## config.mk

```make
export PLATFORM = sky130hd
export DESIGN_NAME = pipeline_hazard_ctrl
export DESIGN_NICKNAME = d
export VERILOG_FILES = /design/src/rtl/pipeline_hazard_ctrl_pkg.sv /design/src/rtl/pipeline_hazard_ctrl_sat_counter.sv /design/src/rtl/pipeline_hazard_ctrl.sv
export SDC_FILE = /design/constraint.sdc
export NUM_CORES = 1
export LEC_CHECK = 0
export BUFFER_PORTS_ARGS = -buffer_cell sky130_fd_sc_hd__buf_2
export CORE_MARGIN = 2
export CORE_UTILIZATION = 50
export CTS_BUF_LIST = sky130_fd_sc_hd__clkbuf_4 sky130_fd_sc_hd__clkbuf_8
export CTS_CLUSTER_DIAMETER = 200
export CTS_CLUSTER_SIZE = 40
export DETAILED_ROUTE_END_ITERATION = 8
export PLACE_DENSITY_LB_ADDON = 0.12
export SLEW_MARGIN = 25
export SYNTH_ARGS = -nofsm -noshare
export SYNTH_HDL_FRONTEND = slang
export SYNTH_SLANG_ARGS = --single-unit
export TNS_END_PERCENT = 5
```

## constraint.sdc

```tcl
create_clock -name CLK -period 2.35 [get_ports CLK]
set_input_delay 0.3525 -clock CLK [delete_from_list [all_inputs] [get_ports CLK]]
set_output_delay 0.3525 -clock CLK [all_outputs]
set_load 0.005 [all_outputs]
```

## src/rtl/pipeline_hazard_ctrl_pkg.sv

```systemverilog
// Shared types for the pipeline hazard controller: PC select encoding,
// controller states and register-index width.
package hazard_ctrl_pkg;
  localparam int REG_W = 5;

  typedef enum logic [1:0] {
    PCSEL_NPC    = 2'd0,
    PCSEL_BRANCH = 2'd1,
    PCSEL_JUMP   = 2'd2,
    PCSEL_JR     = 2'd3
  } pc_sel_t;

  typedef enum logic [1:0] {
    RUN        = 2'd0,
    LU_STALL   = 2'd1,
    HALT_DRAIN = 2'd2,
    HALTED     = 2'd3
  } hz_state_t;
endpackage

```

## src/rtl/pipeline_hazard_ctrl_sat_counter.sv

```systemverilog
// Saturating up-counter used for the stall/flush performance counters.
// Holds at all-ones instead of wrapping; i_clear is synchronous.
module sat_counter #(
  parameter int CNT_W = 32
) (
  input  logic             i_clk,
  input  logic             i_clear,
  input  logic             i_inc,
  output logic [CNT_W-1:0] o_cnt
);
  logic [CNT_W-1:0] r_cnt;

  always_ff @(posedge i_clk) begin
    if (i_clear) begin
      r_cnt <= '0;
    end else if (i_inc && (r_cnt != {CNT_W{1'b1}})) begin
      r_cnt <= r_cnt + 1'b1;
    end
  end

  assign o_cnt = r_cnt;
endmodule

```

## src/rtl/pipeline_hazard_ctrl.sv

```systemverilog
// Pipeline hazard controller: per-register enable/flush, PC select and
// enable, halt drain and stall/flush perf counters.
//   state      | meaning
//   RUN        | normal issue; hazards detected here
//   LU_STALL   | extra load-use bubbles, lu_cnt remaining
//   HALT_DRAIN | bubbles fed at IF_ID until the pipe is empty
//   HALTED     | frozen, halted=1 until reset
module pipeline_hazard_ctrl
  import hazard_ctrl_pkg::*;
#(
  parameter int NSTAGE   = 4,
  parameter int BR_STAGE = 2,
  parameter int LU_STALL = 1,
  parameter int CNT_W    = 32
) (
  input  logic              CLK,
  input  logic              nRST,
  input  logic              ihit,
  input  logic              dhit,
  input  logic              dmemREN,
  input  logic              dmemWEN,
  input  logic              br_taken,
  input  pc_sel_t           jump_IF_ID,
  input  logic              halt_IF_ID,
  input  logic              dREN_ID_EX,
  input  logic [REG_W-1:0]  Rt_ID_EX,
  input  logic [REG_W-1:0]  Rs_IF_ID,
  input  logic [REG_W-1:0]  Rt_IF_ID,
  input  logic              uses_rt_IF_ID,
  output logic [NSTAGE-1:0] enable,
  output logic [NSTAGE-1:0] flush,
  output logic              enable_pc,
  output pc_sel_t           PCSrc,
  output logic              halted,
  output logic [CNT_W-1:0]  stall_cnt,
  output logic [CNT_W-1:0]  flush_cnt
);
  localparam logic [NSTAGE-1:0] BR_MASK = NSTAGE'((1 << (BR_STAGE + 1)) - 1);

  hz_state_t  r_state, w_next_state;
  logic [1:0] r_lu_cnt, w_lu_next;
  logic [2:0] r_dr_cnt, w_dr_next;
  logic       w_dwait, w_load_use, w_stall_inc, w_flush_inc;

  assign w_dwait    = (dmemREN | dmemWEN) & ~dhit;
  assign w_load_use = dREN_ID_EX && (Rt_ID_EX != '0) &&
                      ((Rt_ID_EX == Rs_IF_ID) || (uses_rt_IF_ID && (Rt_ID_EX == Rt_IF_ID)));

  always_ff @(posedge CLK) begin
    if (!nRST) begin
      r_state  <= RUN;
      r_lu_cnt <= '0;
      r_dr_cnt <= '0;
    end else begin
      r_state  <= w_next_state;
      r_lu_cnt <= w_lu_next;
      r_dr_cnt <= w_dr_next;
    end
  end

  always_comb begin
    enable       = '1;
    flush        = '0;
    enable_pc    = 1'b1;
    PCSrc        = PCSEL_NPC;
    halted       = 1'b0;
    w_next_state = r_state;
    w_lu_next    = r_lu_cnt;
    w_dr_next    = r_dr_cnt;
    w_flush_inc  = 1'b0;
    if (!nRST) begin
      enable    = '0;
      flush     = '1;
      enable_pc = 1'b0;
    end else if (r_state == HALTED) begin
      enable    = '0;
      enable_pc = 1'b0;
      halted    = 1'b1;
    end else if (w_dwait) begin
      enable    = '0;
      enable_pc = 1'b0;
    end else if (br_taken) begin
      // A branch waiting on fetch freezes everything so the redirect is not lost.
      if (ihit) begin
        PCSrc        = PCSEL_BRANCH;
        flush        = BR_MASK;
        w_flush_inc  = 1'b1;
        w_next_state = RUN;
      end else begin
        enable    = '0;
        enable_pc = 1'b0;
      end
    end else if (r_state == hazard_ctrl_pkg::LU_STALL) begin
      enable[0] = 1'b0;
      flush[1]  = 1'b1;
      enable_pc = 1'b0;
      if (r_lu_cnt <= 2'd1) begin
        w_next_state = RUN;
        w_lu_next    = '0;
      end else begin
        w_lu_next = r_lu_cnt - 2'd1;
      end
    end else if (r_state == HALT_DRAIN) begin
      enable_pc = 1'b0;
      flush[0]  = 1'b1;
      if (r_dr_cnt <= 3'd1) begin
        w_next_state = HALTED;
        w_dr_next    = '0;
      end else begin
        w_dr_next = r_dr_cnt - 3'd1;
      end
    end else if (w_load_use) begin
      enable[0] = 1'b0;
      flush[1]  = 1'b1;
      enable_pc = 1'b0;
      if (LU_STALL > 1) begin
        w_next_state = hazard_ctrl_pkg::LU_STALL;
        w_lu_next    = 2'(LU_STALL - 1);
      end
    end else if (halt_IF_ID) begin
      enable_pc    = 1'b0;
      flush[0]     = 1'b1;
      w_next_state = HALT_DRAIN;
      w_dr_next    = 3'(NSTAGE - 1);
    end else if ((jump_IF_ID != PCSEL_NPC) && ihit) begin
      PCSrc       = jump_IF_ID;
      flush[0]    = 1'b1;
      w_flush_inc = 1'b1;
    end else if (!ihit) begin
      enable_pc = 1'b0;
      enable[0] = 1'b0;
      flush[1]  = 1'b1;
    end
  end

  assign w_stall_inc = nRST && !enable_pc &&
                       ((r_state == RUN) || (r_state == hazard_ctrl_pkg::LU_STALL));

  sat_counter #(.CNT_W(CNT_W)) u_stall_cnt (
    .i_clk  (CLK),
    .i_clear(!nRST),
    .i_inc  (w_stall_inc),
    .o_cnt  (stall_cnt)
  );

  sat_counter #(.CNT_W(CNT_W)) u_flush_cnt (
    .i_clk  (CLK),
    .i_clear(!nRST),
    .i_inc  (w_flush_inc),
    .o_cnt  (flush_cnt)
  );
endmodule

```

**After elaboration in Yosys (flattened, before gate mapping)**

Cells that the tools add are included.

- Register bits after elaboration: 71
- Logic and storage cells: 119
- Input bits: 27
- Output and inout bits: 76

- Reduce and logical (&&, ||, !) cells: 19
- Bitwise gates (word level): 7
- Eq/ne operators: 12
- Add/subtract/negate cells: 4
- $lt $le $gt $ge: 2
- Muxes and demuxes: 70

Operators by type and width:

| operator | count |
|---|---|
| $add A32 B1 Y32 const B | 2 |
| $ne A32 B32 Y1 const B | 2 |
| $mux W2 | 20 |
| $mux W1 | 37 |
| $mux W4 | 7 |
| $mux W3 | 6 |
| $eq A5 B5 Y1 | 2 |
| $logic_and A1 B1 Y1 | 8 |
| $ne A4 B2 Y1 const B | 2 |
| $reduce_and A7 Y1 | 1 |
| $reduce_and A6 Y1 | 1 |
| $not A1 Y1 | 5 |
| $reduce_bool A5 Y1 | 1 |
| $eq A2 B2 Y1 const B | 2 |
| $reduce_and A4 Y1 | 1 |
| $reduce_bool A2 Y1 | 2 |
| $reduce_bool A4 Y1 | 1 |
| $le A3 B1 Y1 const B | 1 |
| $ne A3 B3 Y1 const B | 1 |
| $sub A3 B1 Y3 const B | 1 |
| $eq A2 B1 Y1 const B | 1 |
| $le A2 B1 Y1 const B | 1 |
| $logic_not A2 Y1 | 1 |
| $logic_or A1 B1 Y1 | 2 |
| other kinds (6) | 6 |

**Depth between registers and ports, before layout**

- Depth after elaboration: 15
- Depth in mapped cells: 10
- Gate-level depth less buffers: 8

**Cells and area by module**

From an unflattened synthesis, not the netlist that was laid out.

- Cell total of the unflattened synthesis: 522
- Area total of the unflattened synthesis: 4,381.7 µm²

By module, submodules not included:

| module | cells each | sequential area each (µm²) | times used | area each (µm²) |
|---|---|---|---|---|
| sat_counter (u_stall_cnt) | 214 | 640.6 | 1 | 1,843.0 |
| sat_counter (u_flush_cnt) | 199 | 640.6 | 1 | 1,674.1 |
| pipeline_hazard_ctrl | 109 | 140.1 | 1 | 864.6 |

**Worst setup path before layout**

OpenSTA, ideal clock, no wires.

- Path kind: flip-flop to output port
- Start: register r_state[1]
- End: output port PCSrc[0]
- Buffers on the path: 2
- Setup slack: 0.127 ns
- Data arrival time: 1.870 ns
- Cell stages (with the launch flop): 9
- Required time: 1.997 ns
- Path through: dfxtp_1 -> inv_1 -> ha_1 -> clkbuf_1 -> or3_1 -> nor2_1 -> a211oi_1 -> clkbuf_1 -> nor2_1

- Longest elaborated chain between the ends: 7
- Elaborated cells between the ends (all ways): 9
- Those cells by class: eq/ne (3); mux (6)

Ends and longest elaborated chain:

| element | line | source |
|---|---|---|
| from (decl) | pipeline_hazard_ctrl.sv:40 | `hz_state_t r_state, w_next_state;` |
| from (signal assigned) | pipeline_hazard_ctrl.sv:55 | `r_state <= w_next_state;` |
| $eq A2 B2 Y1 | pipeline_hazard_ctrl.sv:103 | `end else if (r_state == HALT_DRAIN) begin` |
| $mux W2 | pipeline_hazard_ctrl.sv:103 |  |
| $mux W2 | pipeline_hazard_ctrl.sv:93 | `end else if (r_state == hazard_ctrl_pkg::LU_STALL) begin` |
| $mux W2 | pipeline_hazard_ctrl.sv:82 | `end else if (br_taken) begin` |
| $mux W2 | pipeline_hazard_ctrl.sv:79 | `end else if (w_dwait) begin` |
| $mux W2 * | pipeline_hazard_ctrl.sv:75 | `end else if (r_state == HALTED) begin` |
| $mux W2 * | pipeline_hazard_ctrl.sv:71 | `if (!nRST) begin` |
| to (decl) | pipeline_hazard_ctrl.sv:33 | `output pc_sel_t PCSrc,` |

Mark *: on every way between the ends. The rest lies on a longest branch, timed or not.

**Worst setup path in the final report**

- Start: input port Rt_ID_EX[1]
- End: output port flush[1]

- Longest elaborated chain between the ends: 11
- Elaborated cells between the ends (all ways): 14
- Those cells by class: eq/ne (2); mux (7); reduce/logical (5)

Ends and longest elaborated chain:

| element | line | source |
|---|---|---|
| from (decl) | pipeline_hazard_ctrl.sv:26 | `input logic [REG_W-1:0] Rt_ID_EX,` |
| $eq A5 B5 Y1 | pipeline_hazard_ctrl.sv:47 | `((Rt_ID_EX == Rs_IF_ID) \|\| (uses_rt_IF_ID && (Rt_ID_EX == Rt_IF_ID)));` |
| $logic_and A1 B1 Y1 | pipeline_hazard_ctrl.sv:47 |  |
| $logic_or A1 B1 Y1 | pipeline_hazard_ctrl.sv:47 |  |
| $logic_and A1 B1 Y1 * | pipeline_hazard_ctrl.sv:46 | `assign w_load_use = dREN_ID_EX && (Rt_ID_EX != '0) &&` |
| $mux W1 * | pipeline_hazard_ctrl.sv:112 | `end else if (w_load_use) begin` |
| $mux W1 * | pipeline_hazard_ctrl.sv:103 |  |
| $mux W1 * | pipeline_hazard_ctrl.sv:93 |  |
| $mux W2 * | pipeline_hazard_ctrl.sv:82 |  |
| $mux W4 * | pipeline_hazard_ctrl.sv:79 |  |
| $mux W4 * | pipeline_hazard_ctrl.sv:75 |  |
| $mux W4 * | pipeline_hazard_ctrl.sv:71 |  |
| to (decl) | pipeline_hazard_ctrl.sv:31 | `output logic [NSTAGE-1:0] flush,` |

Marks and branches as above.

==> results.yml <==
critical_path:
  worstSetupPathType: "input port to output pin"
  path_max_fanout: 3
  rrSetupSlack_ps: 150
  reg2regPathDepth: 6
  r2r-start: "u_flush_cnt.o_cnt[7]"
  critical_path.cell_chain: "buf_2 -> or4_1 -> o21a_1 -> nand2b_1 -> nor2_1 -> o41ai_2 -> nand2_1 -> buf_2"
  worst_ep_arrival_time_ps: 1940
  critPathLaunchType: "input port"
  r2r_end: "u_flush_cnt.o_cnt[29]"
  slowest_delay_ps: 520
  cp_common_cell: "buf_2"
  slowest_stage: "or4_1"
  cp.required_ps: 2000
  cp-end-kind: "output pin"
cts:
  clkLatencyLatePin_ps: 350
  clock_path_buffers: 2
  root_buffer: "clkbuf_8"
  clk_pin_slew_ps: 80
  cts.sinks: 71
  cts_tree: "done"
  cts_buffers: 9
  htree_levels: 3
layout:
  fillCellCount: 700
  diodes: 0
  final_layout_size_suffix_gt1_share_pct: 30.8
  synthToLayoutAreaGrowth_pct: 29.8
  nets: 658
  design_area_sq_um: 5150
  finish.utilization_pct: 66.7
die:
  initial_core_util_pct: 51.4
  die_w_microns: 93.1
  die_area_sq_um: 8670
  coreArea_sq_um: 7730
  die_height_microns: 93.1
  io_pins: 103
  row_count: 32
power:
  power_w: 0.00253
  powerDensity_nw_per_um2: 491
  ir_worst_vdd_v: 0.000292
  p_leak_nw: 2.26
place:
  hpwl_microns: 7450
  dp_slack_ps: -152
  gp_congestion: 0.826
  placed_area_sq_um: 4790
  port_buffers: 102
yosys:
  synthArstFlopShare_pct: 0
  synth_edf_count: 0
  yosysWarnings: 0
  synthCells: 490
  syn_area_per_cell_sq_um: 8.10
  syn-num-nets: 526
  syn_area_sq_um: 3970
  ys_ff_latch: 71
  synth_ff_type: "dfxtp_1"
  synth_cell_type_count: 57
  synth-seq-area-share_pct: 35.8
sta:
  rsz0062_at_grt: "true"
  holdWs_ps: 352
  timing_hold_violations_final: 0
  min_period_over_period_pct: 97.7
  finalCriticalPeriod_ps: 2300
  finalSetupViolations: 0
  slew_viol_final: 0
  setup_ws_ps: 52.9
  relSlewSlack_pct: 66.3
  fin_skew_ps: 14.4
  fmaxAchievable_ghz: 0.435
  tightest_slew_ps: 502
routing:
  drc_errors: 0
  dr.pass1.iters: 4
  viasPerCell: 5.47
  wire_per_inst_microns: 13.9
  vias: 3991
  drtIter0Drc: 153
  ant_nets: 0
  finalWirelength_microns: 10100
job:
  maxCapViolCount: 0
global_routing:
  antenna_found_initial: 0
  track_usage_pct: 23.4
  grt_start_max_net_pins: 31
  grt_pass1_vias: 3537
  grt-ovfl-total: 0
  grt_pass1_wl_microns: 16600
worst_hold_path:
  hp-class: "input port to register"
  worstHoldStart: "halt_IF_ID"
  holdPathEnd: "r_state[0]"
  worstHoldPathCells: 3
outcome:
  status: "finished clean"
==> sequential cells by signal (all words and copies together), names as in the netlist <==
signal	flops
r_dr_cnt	3
r_lu_cnt	2
r_state	2
u_flush_cnt.o_cnt	32
u_stall_cnt.o_cnt	32
==> metrics by stage <==
step | TNS, ps | std cells
floorplan | 0 | 490
global placement | -63.6 | 706
detailed placement | -1360 | 706
CTS | 0 | 723
global route | -26.4 | 729
finish | 0 | 729
==> cell families after synthesis <==
family                     Yosys count  synth area share [%]
buffers and inverters               38                  4.13
adders and majority gates            9                  2.84
and+or+nand+nor                    252                  33.3
DFF                                 71                  35.8
xor gates and xnor gates            39                  8.60
muxes                               21                  5.29
AOI/OAI and AO/OA                   60                  10.0
==> what timing repair did <==
action / 4_1_cts / 5_1_grt
endpoints found under the setup margin: 5 / 51
pin swaps: 2 / 7
gates resized for setup: 6 / 24
hold buffers: 0 / 0
setup buffers: 1 / 6
==> final cells by class <==
type	count	area [sq um]	area share (%)
multi-input combinational	381	2500	48.5
sequential	71	1430	27.7
timing repair buffer	142	836	16.2
tap	102	128	2.48
clock buffer	9	124	2.40
clock inverter	7	72.6	1.41
inverter	17	66.3	1.29
==> how the worst max path moves through the flow <==
stage | slack (ps) | start | depth (start not counted) | to
6_report | 50 | Rt_ID_EX[1] | 8 | flush[1]
5_1_grt | -20 | Rt_ID_EX[1] | 8 | flush[1]
4_1_cts | 9 | r_state[1] | 8 | enable_pc
3_5_place_dp | -150 | Rt_ID_EX[1] | 9 | u_stall_cnt.o_cnt[30]
3_3_place_gp | -20 | Rt_ID_EX[1] | 9 | u_stall_cnt.o_cnt[29]
2_1_floorplan | 130 | r_state[1] | 8 | PCSrc[0]
==> synth_stat cells, types with 3 or more instances <==
cell type  instances  area share (%)
a21oi_1           21             2.6
a31o_2             4            0.88
and2_1             6            0.95
and3_1             8             1.3
and4_1             4            0.88
buf_2              5            0.63
clkbuf_1          11             1.0
dfxtp_1           71              36
ha_1               9             2.8
inv_1             17             1.6
mux2i_1           21             5.3
nand2_1           54             5.1
nand2b_1          14             2.2
nand3_1           22             2.8
nand3b_1           4            0.76
nand4_1           22             3.5
nor2_1            61             5.8
nor2b_1            3            0.47
nor3_1            16             2.0
nor3b_1            3            0.57
nor4_1             8             1.3
o21ai_0           16             2.0
or3_1              9             1.4
or4_1              3            0.57
xnor2_1           38             8.4
==> worst max-delay path, delay by kind of cell <==
family                 cells  cell delay, ps
buffers and inverters      2             250
and+or+nand+nor            4             820
AOI/OAI and AO/OA          2             520
==> where the power goes <==
group | leakage (nW) | switching (W) | internal, W
Combinational | 1.60 | 0.000172 | 0.000142
Sequential | 0.574 | 0.0000121 | 0.00121
Clock | 0.0956 | 0.000499 | 0.000492
==> cells in the final DEF (no fill, tap or decap), types with 15 or more instances in the layout <==
cell type / netlist / final
buf_4: 2 / 38
nor3_1: 16 / 16
nand4_1: 22 / 22
nor2_1: 61 / 60
xnor2_1: 38 / 38
o21ai_0: 16 / 15
nand2_1: 54 / 54
dfxtp_1: 71 / 69
nand3_1: 22 / 22
buf_2: 5 / 102
mux2i_1: 21 / 21
a21oi_1: 21 / 20
==> per-layer routing <==
layer | track usage [%] | up-vias | routed length (microns)
met5 | 0 | - | 0
met1 | 30.4 | 1901 | 4680
met3 | 4.11 | 14 | 455
li1 | - | 1985 | -
met2 | 39.7 | 91 | 4840
met4 | 6.99 | 0 | 123
Power figures use the tool's default switching activity.
